`src/rtl/fetch_stage.sv`:
```
`default_nettype none
// ============================================================================
// Module      : fetch_stage
// Description : Instruction fetch stage with PC register, IF/ID pipeline
//               register, branch redirect/flush and RUN/DONE/FAULT control.
// Revision    : 1.0 - initial release
// ============================================================================
module fetch_stage #(
    parameter logic [63:0] RESET_PC   = 64'h0,
    parameter int          IMEM_BYTES = 96
) (
    input  logic        clk,
    input  logic        reset,
    input  logic        stall,
    input  logic        branch_taken,
    input  logic [63:0] branch_target,
    output logic [63:0] Inst_Address,
    input  logic [31:0] Instruction,
    output logic [63:0] IFID_PC,
    output logic [31:0] IFID_Instruction,
    output logic        IFID_valid,
    output logic        done,
    output logic        fault,
    output logic [31:0] fetch_count
);

    localparam logic [63:0] c_imem_limit = 64'(IMEM_BYTES);
    localparam logic [31:0] c_nop        = 32'h0000_0013;
    localparam logic [31:0] c_count_max  = 32'hFFFF_FFFF;

    localparam logic [1:0] c_st_run   = 2'd0;
    localparam logic [1:0] c_st_done  = 2'd1;
    localparam logic [1:0] c_st_fault = 2'd2;

    logic [63:0] r_pc;
    logic [63:0] r_ifid_pc;
    logic [31:0] r_ifid_instr;
    logic        r_ifid_valid;
    logic [31:0] r_fetch_count;
    logic [1:0]  r_state;

    logic [63:0] w_pc_plus4;
    logic        w_target_aligned;
    logic        w_target_in_range;
    logic        w_last_fetch;
    logic [31:0] w_count_next;

    // Sequential PC increment wraps naturally at 2^64.
    assign w_pc_plus4        = r_pc + 64'd4;
    assign w_target_aligned  = (branch_target[1:0] == 2'b00);
    assign w_target_in_range = (branch_target < c_imem_limit);
    assign w_last_fetch      = (w_pc_plus4 >= c_imem_limit);
    assign w_count_next      = (r_fetch_count == c_count_max) ? r_fetch_count
                                                              : r_fetch_count + 32'd1;

    always_ff @(posedge clk) begin
        if (reset) begin
            r_pc          <= RESET_PC;
            r_ifid_pc     <= 64'd0;
            r_ifid_instr  <= c_nop;
            r_ifid_valid  <= 1'b0;
            r_fetch_count <= 32'd0;
            r_state       <= c_st_run;
        end else if (r_state == c_st_fault) begin
            r_ifid_instr <= c_nop;
            r_ifid_valid <= 1'b0;
        end else if (branch_taken) begin
            // Redirect wins over stall; the wrong-path fetch becomes a bubble.
            r_pc         <= branch_target;
            r_ifid_instr <= c_nop;
            r_ifid_valid <= 1'b0;
            if (!w_target_aligned) begin
                r_state <= c_st_fault;
            end else if (w_target_in_range) begin
                r_state <= c_st_run;
            end else begin
                r_state <= c_st_done;
            end
        end else if (stall) begin
            r_pc <= r_pc;
        end else if (r_state == c_st_done) begin
            r_ifid_instr <= c_nop;
            r_ifid_valid <= 1'b0;
        end else begin
            r_ifid_pc     <= r_pc;
            r_ifid_instr  <= Instruction;
            r_ifid_valid  <= 1'b1;
            r_fetch_count <= w_count_next;
            r_pc          <= w_pc_plus4;
            if (w_last_fetch) begin
                r_state <= c_st_done;
            end
        end
    end

    assign Inst_Address     = r_pc;
    assign IFID_PC          = r_ifid_pc;
    assign IFID_Instruction = r_ifid_instr;
    assign IFID_valid       = r_ifid_valid;
    assign fetch_count      = r_fetch_count;
    assign done             = (r_state == c_st_done);
    assign fault            = (r_state == c_st_fault);

endmodule
`default_nettype wire

```
`config.mk`:
```
export PLATFORM = sky130hd
export DESIGN_NAME = fetch_stage
export DESIGN_NICKNAME = d
export VERILOG_FILES = /design/src/rtl/fetch_stage.sv
export SDC_FILE = /design/constraint.sdc
export NUM_CORES = 1
export LEC_CHECK = 0
export CAP_MARGIN = 40
export CORE_AREA = 2 2 146 148
export CTS_BUF_LIST = sky130_fd_sc_hd__clkbuf_4
export DETAILED_ROUTE_END_ITERATION = 6
export DIE_AREA = 0 0 148 150
export GPL_TIMING_DRIVEN = 0
export PLACE_DENSITY = 0.83
export SYNTH_ARGS = -nofsm -noshare
export SYNTH_HDL_FRONTEND = slang
export SYNTH_SLANG_ARGS = --single-unit
export TNS_END_PERCENT = 10
```
`constraint.sdc`:
```
create_clock -name clk -period 8.2 [get_ports clk]
set_input_delay 1.64 -clock clk [delete_from_list [all_inputs] [get_ports clk]]
set_output_delay 1.64 -clock clk [all_outputs]
set_load 0.05 [all_outputs]
```
## Word level (Yosys, flattened, before mapping)

Cells that the tools add are included.

- Add/sub/neg operators: 2
- Magnitude comparators: 2
- Eq/ne operators: 5
- Multiplexer cells: 11
- Bitwise logic cells: 5
- Reduce and logical (&&, ||, !) cells: 7

Operator list:

| kind | number |
|---|---|
| two-way mux 64 bit | 3 |
| adder 64 x 3 -> 64 bit (second input constant) | 1 |
| greater-or-equal comparator 64 x 7 -> 1 bit (second input constant) | 1 |
| less-than comparator 64 x 7 -> 1 bit (second input constant) | 1 |
| adder 32 x 1 -> 32 bit (second input constant) | 1 |
| == test 32 bit (second input constant) | 1 |
| two-way mux 32 bit | 1 |
| two-way mux 2 bit | 5 |
| AND reduction 4 bit | 2 |
| NOT 1 bit | 5 |
| AND reduction 5 bit | 1 |
| AND reduction 3 bit | 1 |
| OR reduction 3 bit | 1 |
| == test 2 x 1 -> 1 bit (second input constant) | 1 |
| == test 2 bit (second input constant) | 1 |
| zero test 2 bit | 1 |
| two-way mux 1 bit | 2 |
| != test 2 x 1 -> 1 bit (second input constant) | 1 |
| != test 2 bit (second input constant) | 1 |
| nonzero test 2 bit | 1 |

- Bits in registers: 195
- Input bits: 100
- Output and inout bits: 195
- Word-level logic and storage cells: 38

## Longest topological paths before layout

Gate-level depths: netlist (run 1).

- Depth in word-level cells: 6
- Depth in mapped cells: 12
- Depth with buffers taken out: 10

## Least setup slack after synthesis (run 1)

Ideal clock, no wire load.

- Path type: register to register
- Start point: reg r_pc[2], in the netlist Inst_Address[2]
- End point: reg r_state[1]
- Setup time: 0.121 ns
- Arrival: 3.891 ns
- Data required time: 8.079 ns
- Path slack: 4.188 ns
- Stages on the path, launching flop included: 13
- Path buffers: 2
- Period minus slack after synthesis: 4.012 ns
- Cell sequence: dfxtp_1 ha_1 nand3_1 or4_1 buf_2 or4_1 clkbuf_1 mux2i_1 a2111oi_0 nand4_1 nor4_2 a31oi_1 mux2_4

- Cells in the longest elaborated chain, start to end: 4

RTL lines:

| item | RTL line | RTL |
|---|---|---|
| from (decl) | 35 | `logic [63:0] r_pc;` |
| from (signal assigned) | 69 | `r_pc <= branch_target;` |
| from (signal assigned) | 80 | `r_pc <= r_pc;` |
| from (signal assigned) | 89 | `r_pc <= w_pc_plus4;` |
| adder 64 x 3 -> 64 bit | 49 | `assign w_pc_plus4 = r_pc + 64'd4;` |
| greater-or-equal comparator 64 x 7 -> 1 bit | 52 | `assign w_last_fetch = (w_pc_plus4 >= c_imem_limit);` |
| nonzero test 2 bit (no source line) | -- |  |
| AND reduction 4 bit (no source line) | -- |  |
| to (signal assigned) | 63 | `r_state <= c_st_run;` |
| to (signal assigned) | 73 | `r_state <= c_st_fault;` |
| to (signal assigned) | 75 | `r_state <= c_st_run;` |
| to (decl) | 40 | `logic [1:0] r_state;` |

No other way between the ends.
A chain may end at the register's enable or synchronous reset.

## Worst setup path in the final report (run 1)

Same ends and word-level chain as after synthesis.

==> impl_metrics.tcl, run 1 <==
set metrics [dict create \
    clkLatencyLatePin_ps 640 \
    initial_core_util 0.4906 \
    cp.arrival_ps 5400 \
    synth.distinct_cells 60 \
    crit_top_cell "or4_1" \
    crit-reg2reg-launch "Inst_Address[2]" \
    cts-root-buf "clkbuf_4" \
    synth_area_sq_um 10150 \
    design_area_sq_um 13820 \
    path_cells "ha_1, nand3_1, or4_1, buf_2, or4_1, clkbuf_1, mux2i_1, a2111oi_0, nand4_1, nor4_2, a31oi_1, mux2_4" \
    syn_area_per_cell_sq_um 7.159 \
    r2r_end "r_state[1]" \
    setup_violations 0 \
    syn-num-nets 1520 \
    holdPathEnd "IFID_PC[15]" \
    path_buf_inv 2 \
    path_class "flip-flop to flip-flop" \
    power-per-cell-area_nw_per_um2 156.8 \
    antenna_left 0 \
    gp_congestion 1.041 \
    clock_path_buffers 2 \
    drc_errors 0 \
    synth.yosys.seq_area_share 0.3846 \
    cpLargestDelayFamily "simple AND/OR/NAND/NOR gates" \
    io_pins 295 \
    ys_ff_latch 195 \
    place_area_sq_um 13490 \
    worst_setup_path_start_kind "flip-flop" \
    wl_met2_mm 18.78 \
    synth_cells 1418 \
    num_rows 53 \
    power.leakage_nw 4.584 \
    portBuffers 294 \
    numClockSinks 195 \
    ir_drop_mv 0.1249 \
    track_usage 0.3732 \
    status "finished clean" \
    max_stage_delay_ps 670 \
    critPathMaxFanout 9 \
    wl_per_cell_um 20.98 \
    rsz0062_at_grt "false" \
    hp-start "IFID_PC[15]" \
    htreeDepth 4 \
    m1WireLength_mm 16.79 \
    utilization 0.6681 \
    fin_setup_tns_ps 0 \
    worst_pin_slew_ps 1003 \
    cp-end-kind "flip-flop" \
    hold_depth 2 \
    antenna_found_initial 2 \
    cts_buffers 17 \
    yosys_most_used_dff "dfxtp_1" \
    drv_cap 0 \
    vias_per_cell 5.978 \
    die_w_um 148 \
    drt_pass1_iterations 7 \
    dp_hpwl_mm 32.25 \
    grt_pass1_vias 11240 \
    synthArstFlopShare 0 \
    hold_class "flip-flop to flip-flop" \
    ctsResizeCount 0 \
    core_area_sq_um 20690 \
    period_minus_slack_ps 4867 \
    cts_tree "built" \
    relSlewSlack 0.3250 \
    die_area_sq_um 22200 \
    reg2reg_depth 12 \
    worst-endpoint-required_ps 8730 \
    cts_hold_buf 0 \
    path_clk_slew_ps 190 \
    fmax_mhz 205.5 \
    grt_overflow_total 0 \
    synthToLayoutAreaGrowth_pct 36.18 \
    r2r_slack_ps 3330 \
    grt_max_degree 21 \
    skew_ps 30.02 \
    drive_gt1_frac 0.04397 \
    dr_total_vias 12130 \
    slowest_stage "dfxtp_1" \
    postCtsSetupBuffers 0 \
    drt_iter0_markers 1368 \
    drt_wl_total_mm 42.57 \
    grt_first_pass_wirelength_mm 63.80 \
    wl_met3_mm 5.083 \
    topRoutingLayerUsed "met5" \
    slew_viol_final 0 \
    timing_hold_violations_final 0 \
    die_h_um 150 \
    nets 1840 \
    synth_warnings 0 \
    period_share 0.5935 \
    synth-edff-count 0 \
    finalPower_w 0.002168 \
]
kinds of logic (layout without fill, tap and decap cells):
kind of cell             after synthesis  after routing  synth area share
AO/OA/AOI/OAI                        306            306            0.1697
XOR/XNOR                              59             59           0.05091
adder cells (fa/ha/maj)                2              2          0.002465
buffers and inverters                134            467           0.05275
flip-flops                           195            195            0.3846
multiplexers                           6              6          0.006409
other                                  0              3                 0
AND/OR/NAND/NOR                      716            716            0.3332
layout by cell type, fill, tap and decap left out, types with 3 or more instances in the layout:
cell type and instances:
a2111oi_0 3, a211oi_1 9, a21oi_1 170, a221oi_1 7, a222oi_1 5, a22oi_1 5, a31oi_1 22, a32oi_1 3
and2_1 8, and3_1 12, and4_1 10, buf_1 10, buf_2 21, buf_4 5, clkbuf_1 91, clkbuf_4 17
clkdlybuf4s50_1 294, clkinv_8 5, dfxtp_1 195, diode_2 3, inv_1 10, inv_6 3, mux2i_1 5, nand2_1 275
nand2b_1 6, nand3_1 55, nand4_1 47, nand4b_1 4, nor2_1 171, nor2b_1 5, nor3_1 32, nor4_1 40
nor4_2 6, o21ai_0 64, o31ai_1 4, or2_2 3, or3_1 20, or4_1 9, xnor2_1 29, xor2_1 30
power by group:
part	switching, W	total, W	leakage (nW)	internal [W]
Combinational	0.000385	0.000574	2.84	0.000189
Clock	0.000404	0.000574	0.161	0.000170
Sequential	0.0000345	0.00102	1.59	0.000985
Total	0.000824	0.00217	4.58	0.00134
metrics by stage:
| stage | instances | hold slack, ps | setup slack (ps) |
|---|---|---|---|
| 2_1_floorplan | 1418 | 457.5 | 4188 |
| 3_3_place_gp | 1987 | 440.9 | 3018 |
| 3_5_place_dp | 1993 | 445.6 | 2979 |
| 4_1_cts | 2025 | 467.1 | 3556 |
| 5_1_grt | 2027 | 481.1 | 3175 |
| 6_report | 2029 | 466.1 | 3333 |
area by class of cell:
class / instances / area [sq um]
sequential: 195 / 3904
clock buffer: 17 / 127.6
timing repair buffer: 301 / 2998
clock inverter: 15 / 188.9
inverter: 11 / 41.29
buffer: 123 / 494.2
fill: 1850 / 6867
tap: 275 / 344.1
multi-input combinational: 1089 / 5718
antenna: 3 / 7.507
worst max path at each step:
stage | from | endpoint | slack, ps | depth (start not counted)
after floorplan | Inst_Address[2] | r_state[1] | 4190 | 12
after detailed placement | stall | fetch_count[29] | 2980 | 10
after global routing | Inst_Address[2] | r_state[1] | 3180 | 12
after global placement | stall | fetch_count[29] | 3020 | 10
final | Inst_Address[2] | r_state[1] | 3330 | 12
after CTS | Inst_Address[2] | r_state[1] | 3560 | 12
cells in the mapped netlist (22+ instances only):
| cell | n | area (sq um) |
|---|---|---|
| nor3_1 | 32 | 160.2 |
| o21ai_0 | 64 | 320.3 |
| nor4_1 | 41 | 256.5 |
| xor2_1 | 30 | 262.8 |
| a31oi_1 | 22 | 137.6 |
| nand3_1 | 55 | 275.3 |
| xnor2_1 | 29 | 254.0 |
| nand2_1 | 275 | 1032 |
| nand4_1 | 47 | 294.0 |
| dfxtp_1 | 195 | 3904 |
| clkbuf_1 | 91 | 341.6 |
| nor2_1 | 171 | 641.9 |
| a21oi_1 | 170 | 850.8 |
registers in the layout (all words and copies together), names as in the netlist:
signal,flops
IFID_PC,64
fetch_count,32
IFID_valid,1
IFID_Instruction,32
r_state,2
Inst_Address,64
worst min-delay path, delay by kind of cell, from the launching register on:
family           cells  cell delay (ps)
AND/OR/NAND/NOR      1               50
AO/OA/AOI/OAI        1               50
flip-flops           1              350
routing by layer:
layer | up-vias | GRT usage
met5 | - | 0.01818
met4 | 4 | 0.1690
met3 | 133 | 0.1146
met2 | 764 | 0.5706
met1 | 5609 | 0.4826
li1 | 5620 | -
(Power assumes the default switching activity.)
==> inputs of run 2 (changes only) <==
==> constraint.sdc (replaced) <==
create_clock -name clk -period 4.7 [get_ports clk]
set_input_delay 0.94 -clock clk [delete_from_list [all_inputs] [get_ports clk]]
set_output_delay 0.94 -clock clk [all_outputs]
set_load 0.05 [all_outputs]
==> impl_metrics.tcl, run 2 (synthesis gave the netlist of run 1 again) <==
set metrics [dict create \
    track_usage 0.3732 \
    ir_drop_mv 0.2183 \
    drt_iter0_markers 1255 \
    m1WireLength_mm 16.70 \
    gp_congestion 1.041 \
    design_area_sq_um 13830 \
    core_area_sq_um 20690 \
    cts_tree "built" \
    postCtsSetupBuffers 0 \
    hold_ws_ps 465.4 \
    cts-root-buf "clkbuf_4" \
    grt_first_pass_wirelength_mm 63.80 \
    portBuffers 294 \
    dp_hpwl_mm 32.25 \
    antenna_found_initial 2 \
    dr_total_vias 12170 \
    max_stage_delay_ps 520 \
    topRoutingLayerUsed "met5" \
    wl_per_cell_um 21.01 \
    final_cell_mix "294 x clkdlybuf4s50_1, 275 x nand2_1, 194 x dfxtp_1" \
    path_buf_inv 2 \
    htreeDepth 4 \
    power.leakage_nw 4.582 \
    synthToLayoutAreaGrowth_pct 36.26 \
    crit_top_cell "or4_1" \
    worst-endpoint-required_ps 5220 \
    grt_pass1_vias 11240 \
    hold_class "flip-flop to flip-flop" \
    cp-end-kind "flip-flop" \
    period_share 0.9563 \
    fin_ws_ps 205.3 \
    io_pins 295 \
    worst_pin_slew_ps 1007 \
    rsz0062_at_grt "false" \
    die_w_um 148 \
    timing_hold_violations_final 0 \
    period_minus_slack_ps 4495 \
    drc_errors 0 \
    die_h_um 150 \
    drt_wl_total_mm 42.63 \
    slowest_stage "dfxtp_2" \
    drv_cap 0 \
    grt_max_degree 21 \
    wl_met3_mm 5.201 \
    status "finished clean" \
    initial_core_util 0.4906 \
    cts_buffers 17 \
    die_area_sq_um 22200 \
    antenna_left 0 \
    path_clk_slew_ps 190 \
    layout_commonest_cell "clkdlybuf4s50_1" \
    nets 1840 \
    pre_cts_ws_ps 119.8 \
    vias_per_cell 5.997 \
    slew_viol_final 0 \
    place_area_sq_um 13490 \
    drt_pass1_iterations 6 \
    path_cells "ha_2, nand3_2, or4_1, buf_2, or4_1, clkbuf_1, mux2i_1, a2111oi_0, nand4_1, nor4_2, a31oi_1, mux2_4" \
    path_class "flip-flop to flip-flop" \
    worst_setup_path_start_kind "flip-flop" \
    cpLargestDelayFamily "simple AND/OR/NAND/NOR gates" \
    relSlewSlack 0.3226 \
    numClockSinks 195 \
    cp.arrival_ps 5020 \
    clock_path_buffers 2 \
    skew_ps 27.63 \
    critPathMaxFanout 9 \
    num_rows 53 \
    nFillCells 1849 \
    grt_overflow_total 0 \
    wl_met2_mm 18.95 \
    setup_violations 0 \
    clkLatencyLatePin_ps 630 \
    fmax_mhz 222.5 \
    drive_gt1_frac 0.04569 \
    power-per-cell-area_nw_per_um2 273.4 \
]
-- run 2: cell counts in the layout (fill, tap and decap cells not counted) --
No cell type changed its count.
-- run 2: repair_timing --
action	in CTS	in global routing
hold buffers	0	0
setup endpoints to repair	0	2
resized for setup	0	3
-- run 2: cell type report --
type	instances	area [sq um]	share of cell area
clock inverter	15	188.9	0.01366
multi-input combinational	1089	5725	0.4139
tap	275	344.1	0.02488
sequential	195	3905	0.2823
timing repair buffer	301	2998	0.2167
inverter	11	41.29	0.002985
antenna	3	7.507	0.0005427
buffer	123	494.2	0.03573
clock buffer	17	127.6	0.009227
-- run 2: path summary, 6_finish.rpt --
check / startpoint / end / slack [ps] / depth (start not counted)
worst max-delay path: Inst_Address[2] / r_state[1] / 210 / 12
worst max register to register: Inst_Address[2] / r_state[1] / 210 / 12
worst min register to register: IFID_PC[32] / IFID_PC[32] / 470 / 2
worst min-delay path: IFID_PC[32] / IFID_PC[32] / 470 / 2
-- run 2: stage by stage --
stage               instances  total power [W]  setup TNS, ps  utilization
finish                   2029         0.003782              0       0.6685
global route             2027         0.003902              0       0.6683
CTS                      2025         0.003758              0       0.6672
detailed placement       1993         0.002785              0       0.6519
global placement         1987         0.002775         -376.8       0.6495
floorplan                1418         0.002379              0            -
-- run 2: layer usage --
layer / track usage / up-vias
met5: 0.01818 / -
met2: 0.5706 / 754
met1: 0.4826 / 5664
met4: 0.1690 / 6
met3: 0.1146 / 120
li1: - / 5624
-- run 2: worst min-delay path, stage by stage (launching register included) --
cell and delay, ps:
dfxtp_1 340, nand2_1 50, a21oi_1 50
-- run 2: power by group --
group | total [W] | leakage, nW | switching [W] | internal [W]
clock | 0.000999 | 0.161 | 0.000703 | 0.000296
combinational | 0.00100 | 2.83 | 0.000673 | 0.000330
sequential | 0.00178 | 1.59 | 0.0000604 | 0.00172
total | 0.00378 | 4.58 | 0.00144 | 0.00235
==> inputs of run 3 (changes only) <==
--- a/config.mk
+++ b/config.mk
@@ -11,7 +11,7 @@
 export DETAILED_ROUTE_END_ITERATION = 6
 export DIE_AREA = 0 0 148 150
 export GPL_TIMING_DRIVEN = 0
-export PLACE_DENSITY = 0.83
+export PLACE_DENSITY = 0.92
 export SYNTH_ARGS = -nofsm -noshare
 export SYNTH_HDL_FRONTEND = slang
 export SYNTH_SLANG_ARGS = --single-unit
==> impl_metrics.tcl, run 3 (synthesis gave the netlist of run 1 again) <==
set metrics [dict create \
    status "finished clean" \
    path_class "flip-flop to flip-flop" \
    portBuffers 294 \
    gp_congestion 1.061 \
    synthToLayoutAreaGrowth_pct 36.87 \
    die_w_um 148 \
    antenna_left 0 \
    worst-endpoint-required_ps 5240 \
    die_h_um 150 \
    reg2reg_depth 12 \
    worst_setup_path_start_kind "flip-flop" \
    power-per-cell-area_nw_per_um2 282.0 \
    drt_wl_total_mm 45.30 \
    power.leakage_nw 4.620 \
    cts_hold_buf 0 \
    cp-end-kind "flip-flop" \
    finalPower_w 0.003918 \
    clock_path_buffers 2 \
    max_stage_delay_ps 580 \
    cp.arrival_ps 5200 \
    drc_errors 0 \
    cts-root-buf "clkbuf_4" \
    design_area_sq_um 13890 \
    path_cells "ha_2, nand3_2, or4_1, buf_2, or4_1, clkbuf_1, mux2i_1, a2111oi_0, nand4_1, nor4_2, a31oi_2, mux2_4" \
    wl_per_cell_um 22.30 \
    skew_ps 41.91 \
    slowest_stage "dfxtp_2" \
    met3_usage 0.1107 \
    clkLatencyLatePin_ps 640 \
    htreeDepth 4 \
    relSlewSlack 0.2575 \
    fmax_mhz 214.5 \
    drive_gt1_frac 0.04960 \
    cts_buffers 17 \
    drv_cap 0 \
    grt.busiest_layer "met2" \
    vias_per_cell 6.211 \
    grt_util_met2 0.6204 \
    dp_hpwl_mm 34.02 \
    track_usage 0.3905 \
    dr_total_vias 12620 \
    crit-reg2reg-launch "Inst_Address[2]" \
    hold_class "flip-flop to flip-flop" \
    grt_first_pass_wirelength_mm 66.30 \
    grt_pass1_vias 11760 \
    drt_pass1_iterations 7 \
    r2r_slack_ps 40 \
    cts_tree "built" \
    antenna_found_initial 1 \
    period_minus_slack_ps 4662 \
    core_area_sq_um 20690 \
    path_clk_slew_ps 240 \
    cp-startpoint "Inst_Address[2]" \
    drt_iter0_markers 1362 \
    num_rows 53 \
    nets 1843 \
    rsz0062_at_grt "false" \
    worst_pin_slew_ps 1110 \
    layout_commonest_cell "clkdlybuf4s50_1" \
    utilization 0.6715 \
    grt_max_degree 24 \
    hold_depth 2 \
    r2r_end "r_state[1]" \
    crit_top_cell "or4_1" \
    slew_viol_final 0 \
    crit_end "r_state[1]" \
    grt.met1_usage 0.4858 \
    postCtsSetupBuffers 0 \
    period_share 0.9920 \
    io_pins 295 \
    final_cell_mix "294 x clkdlybuf4s50_1, 275 x nand2_1, 193 x dfxtp_1" \
    timing_hold_violations_final 0 \
    die_area_sq_um 22200 \
    place_area_sq_um 13510 \
    grt_overflow_total 0 \
    setup_violations 0 \
    ir_drop_mv 0.1651 \
    initial_core_util 0.4906 \
    numClockSinks 195 \
    critPathMaxFanout 9 \
]
run 3: changes by cell type in the layout (fill, tap and decap cells not counted), sizes merged:
cell,previous run,this run
clkinvlp,1,0
clkbuf,109,110
clkdlybuf4s18,0,2
diode,3,2
clkinv,8,1
inv,16,24
run 3: layer usage:
layer | up-vias | wire [um]
met5 | - | 0
met4 | 0 | 2354
met3 | 193 | 5779
met2 | 875 | 20240
met1 | 5918 | 16920
li1 | 5629 | -
run 3: area by class of cell:
type,instances,area [sq um]
buffer,123,494.2
timing repair buffer,304,3017
clock buffer,17,127.6
tap,275,344.1
sequential,195,3906
antenna,2,5.005
clock inverter,15,226.5
inverter,11,41.29
fill,1784,6797
multi-input combinational,1089,5732
run 3: worst min path at each step:
stage	from	end	slack (ps)
6_report	IFID_PC[3]	IFID_PC[3]	470
5_1_grt	IFID_PC[3]	IFID_PC[3]	480
4_1_cts	IFID_PC[3]	IFID_PC[3]	470
3_5_place_dp	IFID_PC[3]	IFID_PC[3]	450
3_3_place_gp	IFID_PC[16]	IFID_PC[16]	440
2_1_floorplan	r_state[0]	r_state[0]	460
run 3: where the power goes:
part / internal, W / switching (W) / total, W
registers: 0.00172 / 0.0000623 / 0.00178
clock network: 0.000337 / 0.000782 / 0.00112
logic: 0.000328 / 0.000688 / 0.00102
total: 0.00239 / 0.00153 / 0.00392
run 3: repair_timing:
item | CTS | global route
cloned | 0 | 0
endpoints found under the hold margin | 0 | 0
resized for setup | 1 | 4
setup endpoints to repair | 1 | 2
run 3: metrics by stage:
stage / setup slack [ps] / std cells / TNS [ps] / hold slack, ps
6_report: 37.55 / 2031 / 0 / 467.6
5_1_grt: 43.41 / 2030 / 0 / 481.7
4_1_cts: 56.05 / 2028 / 0 / 469.3
3_5_place_dp: -60.96 / 1996 / -60.96 / 447.8
3_3_place_gp: -280.0 / 1987 / -401.5 / 441.7
2_1_floorplan: 688.0 / 1418 / 0 / 457.5
run 3: critical path, delay by kind of cell, from the launching register on:
family / cells / cell delay, ps
AO/OA/AOI/OAI: 2 / 730
adder cells (fa/ha/maj): 1 / 340
buffers and inverters: 2 / 370
flip-flops: 1 / 580
multiplexers: 2 / 570
AND/OR/NAND/NOR: 5 / 1960
